<file path="config.mk">
export PLATFORM = sky130hd
export DESIGN_NAME = fp_issue_queue
export DESIGN_NICKNAME = d
export VERILOG_FILES = /design/src/rtl/fp_issue_queue_pkg.sv /design/src/rtl/fp_issue_queue.sv
export SDC_FILE = /design/constraint.sdc
export NUM_CORES = 1
export LEC_CHECK = 0
export BUFFER_PORTS_ARGS = -buffer_cell sky130_fd_sc_hd__buf_4
export CAP_MARGIN = 15
export CORE_UTILIZATION = 50
export CTS_CLUSTER_SIZE = 30
export DETAILED_ROUTE_END_ITERATION = 8
export GPL_TIMING_DRIVEN = 1
export PLACE_DENSITY = 0.84
export SETUP_SLACK_MARGIN = 0.3
export SYNTH_ARGS = -nofsm -noshare
export SYNTH_HDL_FRONTEND = slang
export SYNTH_SLANG_ARGS = --single-unit
</file>
<file path="constraint.sdc">
create_clock -name clk -period 3.1 [get_ports clk]
set_clock_uncertainty 0.05 [all_clocks]
set_input_delay 0.155 -clock clk [delete_from_list [all_inputs] [get_ports clk]]
set_output_delay 0.155 -clock clk [all_outputs]
set_load 0.05 [all_outputs]
</file>
<file path="src/rtl/fp_issue_queue_pkg.sv">
// Shared structs package for the issue -> FP execution path.
// Holds the packet type that issue hands to the FP ALU and the FP issue
// queue depth, so the issue logic and the queue agree on both.
package fp_issue_queue_pkg;

  // Entry count of the FP issue queue (power of two, at least 2)
  localparam int unsigned FP_IQ_DEPTH = 4;

  typedef enum logic [2:0] {
    FP_ADD = 3'd0,
    FP_SUB = 3'd1,
    FP_MUL = 3'd2,
    FP_FMA = 3'd3,
    FP_CMP = 3'd4,
    FP_CVT = 3'd5
  } fp_op_e;

  typedef struct packed {
    logic [7:0]  ticket;  // in-order tag assigned by issue
    fp_op_e      op;
    logic [4:0]  rd;
    logic [2:0]  rm;      // rounding mode
    logic [31:0] src_a;
    logic [31:0] src_b;
  } to_execution;

endpackage

</file>
<file path="src/rtl/fp_issue_queue.sv">
// fp_issue_queue: in-order FIFO between the issue stage and the FP ALU.
//
// Ports:
//   clk        in   single clock, rising edge
//   rst        in   asynchronous active-high reset
//   flush      in   drop every queued entry (redirect)
//   in_valid   in   issue presents in_data
//   in_data    in   to_execution packet from issue
//   in_ready   out  queue has room (not full)
//   busy_fu    in   FP ALU cannot take the head this cycle
//   fu_valid   out  head entry offered to the FP ALU
//   fu_data    out  head entry
//   occupancy  out  number of valid entries, 0..DEPTH
//   stall_cnt  out  saturating count of cycles with fu_valid && busy_fu
module fp_issue_queue
  import fp_issue_queue_pkg::*;
#(
  parameter int unsigned DEPTH    = FP_IQ_DEPTH,
  parameter int unsigned CNT_BITS = 16
) (
  input  logic                       clk,
  input  logic                       rst,
  input  logic                       flush,
  input  logic                       in_valid,
  input  to_execution                in_data,
  output logic                       in_ready,
  input  logic                       busy_fu,
  output logic                       fu_valid,
  output to_execution                fu_data,
  output logic [$clog2(DEPTH):0]     occupancy,
  output logic [CNT_BITS-1:0]        stall_cnt
);

  localparam int unsigned PW = $clog2(DEPTH);
  localparam int unsigned CW = PW + 1;

  to_execution         mem_q [DEPTH];
  logic [PW-1:0]       wr_ptr_q, wr_ptr_d;
  logic [PW-1:0]       rd_ptr_q, rd_ptr_d;
  logic [CW-1:0]       count_q, count_d;
  logic [CNT_BITS-1:0] stall_q, stall_d;

  logic push, pop;

  // No bypass in either direction: both flags come straight from count_q,
  // keeping in_valid off the fu_valid path.
  assign in_ready  = (count_q != CW'(DEPTH));
  assign fu_valid  = (count_q != '0);
  assign fu_data   = mem_q[rd_ptr_q];
  assign occupancy = count_q;
  assign stall_cnt = stall_q;

  assign push = in_valid && in_ready && !flush;
  assign pop  = fu_valid && !busy_fu && !flush;

  always_comb begin
    wr_ptr_d = wr_ptr_q;
    rd_ptr_d = rd_ptr_q;
    count_d  = count_q;
    stall_d  = stall_q;

    if (flush) begin
      wr_ptr_d = '0;
      rd_ptr_d = '0;
      count_d  = '0;
    end else begin
      if (push) wr_ptr_d = wr_ptr_q + 1'b1;
      if (pop)  rd_ptr_d = rd_ptr_q + 1'b1;
      unique case ({push, pop})
        2'b10:   count_d = count_q + 1'b1;
        2'b01:   count_d = count_q - 1'b1;
        default: count_d = count_q;
      endcase
    end

    // Counts through flush cycles too; sticks at all-ones
    if (fu_valid && busy_fu && (stall_q != '1)) stall_d = stall_q + 1'b1;
  end

  always_ff @(posedge clk or posedge rst) begin
    if (rst) begin
      wr_ptr_q <= '0;
      rd_ptr_q <= '0;
      count_q  <= '0;
      stall_q  <= '0;
    end else begin
      wr_ptr_q <= wr_ptr_d;
      rd_ptr_q <= rd_ptr_d;
      count_q  <= count_d;
      stall_q  <= stall_d;
    end
  end

  // Storage is intentionally not reset; fu_data is only meaningful with fu_valid
  always_ff @(posedge clk) begin
    if (push) mem_q[wr_ptr_q] <= in_data;
  end

endmodule

</file>
==> impl_metrics.prom <==
# TYPE chip_impl_metric gauge
chip_impl_info{name="status",value="completed"} 1
chip_impl_metric{name="max-clock-path-buffers",unit=""} 3
chip_impl_metric{name="grt_first_pass_wirelength",unit="µm"} 39300
chip_impl_metric{name="antenna_found_initial",unit=""} 2
chip_impl_metric{name="setup.reg_to_reg.worst_slack",unit="ns"} 0.71
chip_impl_metric{name="crit_arrival",unit="ns"} 2.31
chip_impl_metric{name="cts_inserted_buffers",unit=""} 35
chip_impl_metric{name="io_buffers",unit=""} 191
chip_impl_metric{name="yosysWarningCount",unit=""} 0
chip_impl_metric{name="worstPathMaxFanout",unit=""} 17
chip_impl_metric{name="met3_usage",unit=""} 0.0447
chip_impl_metric{name="synthToLayoutAreaGrowth",unit="%"} 29.9
chip_impl_metric{name="fillerInstances",unit=""} 1718
chip_impl_info{name="globalRoute.busiestLayer",value="met2"} 1
chip_impl_metric{name="r2r_cells",unit=""} 6
chip_impl_info{name="rsz0062_at_grt",value="no"} 1
chip_impl_metric{name="setup-violations-final",unit=""} 0
chip_impl_info{name="cts-root-buf",value="sky130_fd_sc_hd__clkbuf_16"} 1
chip_impl_metric{name="synth-seq-area-share",unit=""} 0.800
chip_impl_metric{name="finalNetCount",unit=""} 959
chip_impl_metric{name="cp_data_required_time",unit="ns"} 2.89
chip_impl_info{name="r2r_start",value="occupancy[1]"} 1
chip_impl_metric{name="design.die.area",unit="µm²"} 27000
chip_impl_metric{name="placement.setup.worst_slack",unit="ns"} 0.758
chip_impl_metric{name="whs_path_depth",unit=""} 2
chip_impl_info{name="yosys_most_used_dff",value="sky130_fd_sc_hd__edfxtp_1"} 1
chip_impl_metric{name="wl",unit="µm"} 26100
chip_impl_metric{name="synthDistinctLibCells",unit=""} 38
chip_impl_metric{name="route.vias.total",unit=""} 6601
chip_impl_metric{name="drive_gt1_frac",unit=""} 0.390
chip_impl_metric{name="timing.final.max_slew_violations",unit=""} 0
chip_impl_metric{name="worstSkewPairLatency",unit="ns"} 0.51
chip_impl_info{name="synth_commonest_cells",value="332 x sky130_fd_sc_hd__edfxtp_1, 83 x sky130_fd_sc_hd__mux4_2, 23 x sky130_fd_sc_hd__dfrtp_1"} 1
chip_impl_info{name="synth_top_cell_by_area",value="sky130_fd_sc_hd__edfxtp_1"} 1
chip_impl_metric{name="drt-vias-per-instance",unit=""} 5.38
chip_impl_metric{name="num_io_pins",unit=""} 192
chip_impl_metric{name="fin_worst_hold_slack",unit="ns"} 0.334
chip_impl_info{name="crit_path_start_kind",value="register"} 1
chip_impl_info{name="min_path_type",value="in -> reg"} 1
chip_impl_metric{name="gr-usage-all-layers",unit=""} 0.195
chip_impl_metric{name="post_layout_nonfiller_instances",unit=""} 1227
chip_impl_metric{name="synthesis.nets",unit=""} 648
chip_impl_info{name="clock_tree_from_tritoncts",value="yes"} 1
chip_impl_info{name="endpoint_kind",value="primary output"} 1
chip_impl_info{name="worst_hold_launch",value="in_data[48]"} 1
chip_impl_metric{name="total_leakage_power",unit="nW"} 5.94
chip_impl_metric{name="total_number_of_clock_tree_sinks",unit=""} 355
chip_impl_metric{name="grt_start_max_net_pins",unit=""} 73
chip_impl_metric{name="gp_routability_congestion",unit=""} 0.802
chip_impl_metric{name="fp.coreArea",unit="µm²"} 26000
chip_impl_metric{name="post_drt_wl_per_cell",unit="µm"} 21.3
chip_impl_metric{name="placedCellCount",unit=""} 1075
chip_impl_metric{name="synth.cell_area",unit="µm²"} 13200
chip_impl_metric{name="synth.avg_cell_area",unit="µm²"} 23.8
chip_impl_metric{name="groute.layer.met1.usage",unit=""} 0.254
chip_impl_info{name="crit-reg2reg-capture",value="occupancy[2]"} 1
chip_impl_metric{name="hpwlAfterDp",unit="µm"} 15600
chip_impl_metric{name="setup_ws",unit="ns"} 0.589
chip_impl_metric{name="async_reset_ff_frac",unit=""} 0.0648
chip_impl_metric{name="clock.fmax",unit="MHz"} 398
chip_impl_metric{name="worst_setup_hold_path_clk_slew",unit="ns"} 0.06
chip_impl_metric{name="cts.hold.buffers_added",unit=""} 88
chip_impl_metric{name="ir_worst_vdd",unit="µV"} 666
chip_impl_metric{name="number_of_enable_flip_flop_cells_after_synthesis",unit=""} 332
chip_impl_metric{name="detail_route.first_pass.iterations",unit=""} 5
chip_impl_metric{name="finalHoldViolations",unit=""} 0
chip_impl_info{name="criticalPathCategory",value="reg -> out"} 1
chip_impl_metric{name="area.sequential",unit="µm²"} 10600
chip_impl_metric{name="layout_min_cycle_time",unit="ns"} 2.51
chip_impl_metric{name="multi_input_comb_area",unit="µm²"} 2530
chip_impl_metric{name="postCtsSetupRepairBufs",unit=""} 0
chip_impl_metric{name="p_per_area",unit="nW/µm²"} 764
chip_impl_metric{name="chipWidth",unit="µm"} 164
chip_impl_info{name="worst_hold_path.endpoint",value="mem_q[3][48]"} 1
chip_impl_metric{name="total_power",unit="mW"} 13.1
chip_impl_metric{name="worst-slew-pin-transition",unit="ns"} 0.892
chip_impl_metric{name="effective_utilization_at_floorplan",unit=""} 0.507
chip_impl_metric{name="detail_route.iter0.violations",unit=""} 459
chip_impl_metric{name="detail_route.drc_violations",unit=""} 0
chip_impl_metric{name="htree_levels",unit=""} 2
chip_impl_metric{name="ys_ff_latch",unit=""} 355
chip_impl_metric{name="postSynthCellCount",unit=""} 554
chip_impl_metric{name="ant_nets",unit=""} 0
chip_impl_metric{name="cap_viol_max_count",unit=""} 0
chip_impl_metric{name="finalSetupTns",unit="ns"} 0
chip_impl_metric{name="die_height",unit="µm"} 164
chip_impl_metric{name="vias_in_the_first_global_route",unit=""} 7009
chip_impl_info{name="largest_cells_by_area_after_synthesis",value="sky130_fd_sc_hd__edfxtp_1 76%, sky130_fd_sc_hd__mux4_2 14%, sky130_fd_sc_hd__dfrtp_1 4.4%"} 1
chip_impl_metric{name="cts-resized-gates",unit=""} 0
chip_impl_metric{name="groute.layer.met2.usage",unit=""} 0.331
chip_impl_metric{name="headroom_to_the_max_slew_limit",unit=""} 0.405
chip_impl_metric{name="fin_crit_sh",unit=""} 0.810
chip_impl_info{name="synth.most_common_cell",value="sky130_fd_sc_hd__edfxtp_1"} 1
chip_impl_metric{name="placement_rows",unit=""} 59
chip_impl_metric{name="grt-ovfl-total",unit=""} 0
chip_impl_metric{name="synth_top_area_frac",unit=""} 0.756
[flip-flops by register name (all words and copies together) (netlist names)]
register   flops
rd_ptr_q       2
mem_q        332
wr_ptr_q       2
occupancy      3
stall_cnt     16
[worst max-delay path by stage]
stage	from	end	cells after the start
finish	rd_ptr_q[0]	fu_data[18]	3
detailed placement	occupancy[1]	occupancy[2]	6
global route	rd_ptr_q[0]	fu_data[6]	3
CTS	rd_ptr_q[0]	fu_data[18]	3
global placement	occupancy[1]	occupancy[2]	6
floorplan	occupancy[0]	mem_q[0][0]	5
[area by class of cell]
type / instances / area share
inverters: 5 / 0.00110
multi-input cells: 173 / 0.148
clock buffers: 45 / 0.0546
clock inverters: 17 / 0.00709
well taps: 335 / 0.0245
diodes: 2 / 0.000292
repair buffers: 295 / 0.149
flip-flops and latches: 355 / 0.616
[cell usage in the layout (no fill, tap or decap), types with 5 or more instances in the layout]
cell                            count
sky130_fd_sc_hd__clkinv_1           5
sky130_fd_sc_hd__mux4_2            83
sky130_fd_sc_hd__dfrtp_1           21
sky130_fd_sc_hd__buf_4            198
sky130_fd_sc_hd__xor2_1             5
sky130_fd_sc_hd__xnor2_1           13
sky130_fd_sc_hd__edfxtp_1         332
sky130_fd_sc_hd__clkinv_2           8
sky130_fd_sc_hd__buf_12             9
sky130_fd_sc_hd__nand3_1            6
sky130_fd_sc_hd__nor2_1            10
sky130_fd_sc_hd__dlygate4sd3_1     88
sky130_fd_sc_hd__nand4_1            6
sky130_fd_sc_hd__inv_1              5
sky130_fd_sc_hd__ha_1               5
sky130_fd_sc_hd__clkbuf_16         36
sky130_fd_sc_hd__clkbuf_1           9
sky130_fd_sc_hd__nand2_1           11
[critical path, stage by stage (launching register included)]
cell,delay (ns)
sky130_fd_sc_hd__dfrtp_4,0.66
sky130_fd_sc_hd__buf_4,0.35
sky130_fd_sc_hd__mux4_2,0.57
sky130_fd_sc_hd__buf_4,0.21
[report_power, final]
| group | switching, mW | internal (mW) | leakage, nW |
|---|---|---|---|
| sequential | 0.169 | 5.52 | 3.31 |
| clock | 1.69 | 2.22 | 0.519 |
| combinational | 2.18 | 1.32 | 2.11 |
[stage by stage]
stage          utilization  instance area [µm²]
2_1_floorplan            -                13200
3_3_place_gp         0.584                15200
3_5_place_dp         0.584                15200
4_1_cts              0.659                17100
5_1_grt              0.659                17100
6_report             0.659                17100
[kinds of logic after synthesis]
| group | count (synthesis) | share of synthesized area |
|---|---|---|
| AO/OA/AOI/OAI | 11 | 0.00864 |
| multiplexers | 85 | 0.143 |
| XOR/XNOR | 18 | 0.0120 |
| flip-flops | 355 | 0.800 |
| adder cells (fa/ha/maj) | 6 | 0.00626 |
| AND/OR/NAND/NOR | 53 | 0.0209 |
| buffers and inverters | 26 | 0.00883 |
[metal layers]
layer	vias to the layer above	wire, µm
met4	0	525
met5	-	0
li1	2944	-
met2	200	13300
met3	39	1570
met1	3418	10700
Note: power is estimated with default switching activity, not from simulation.
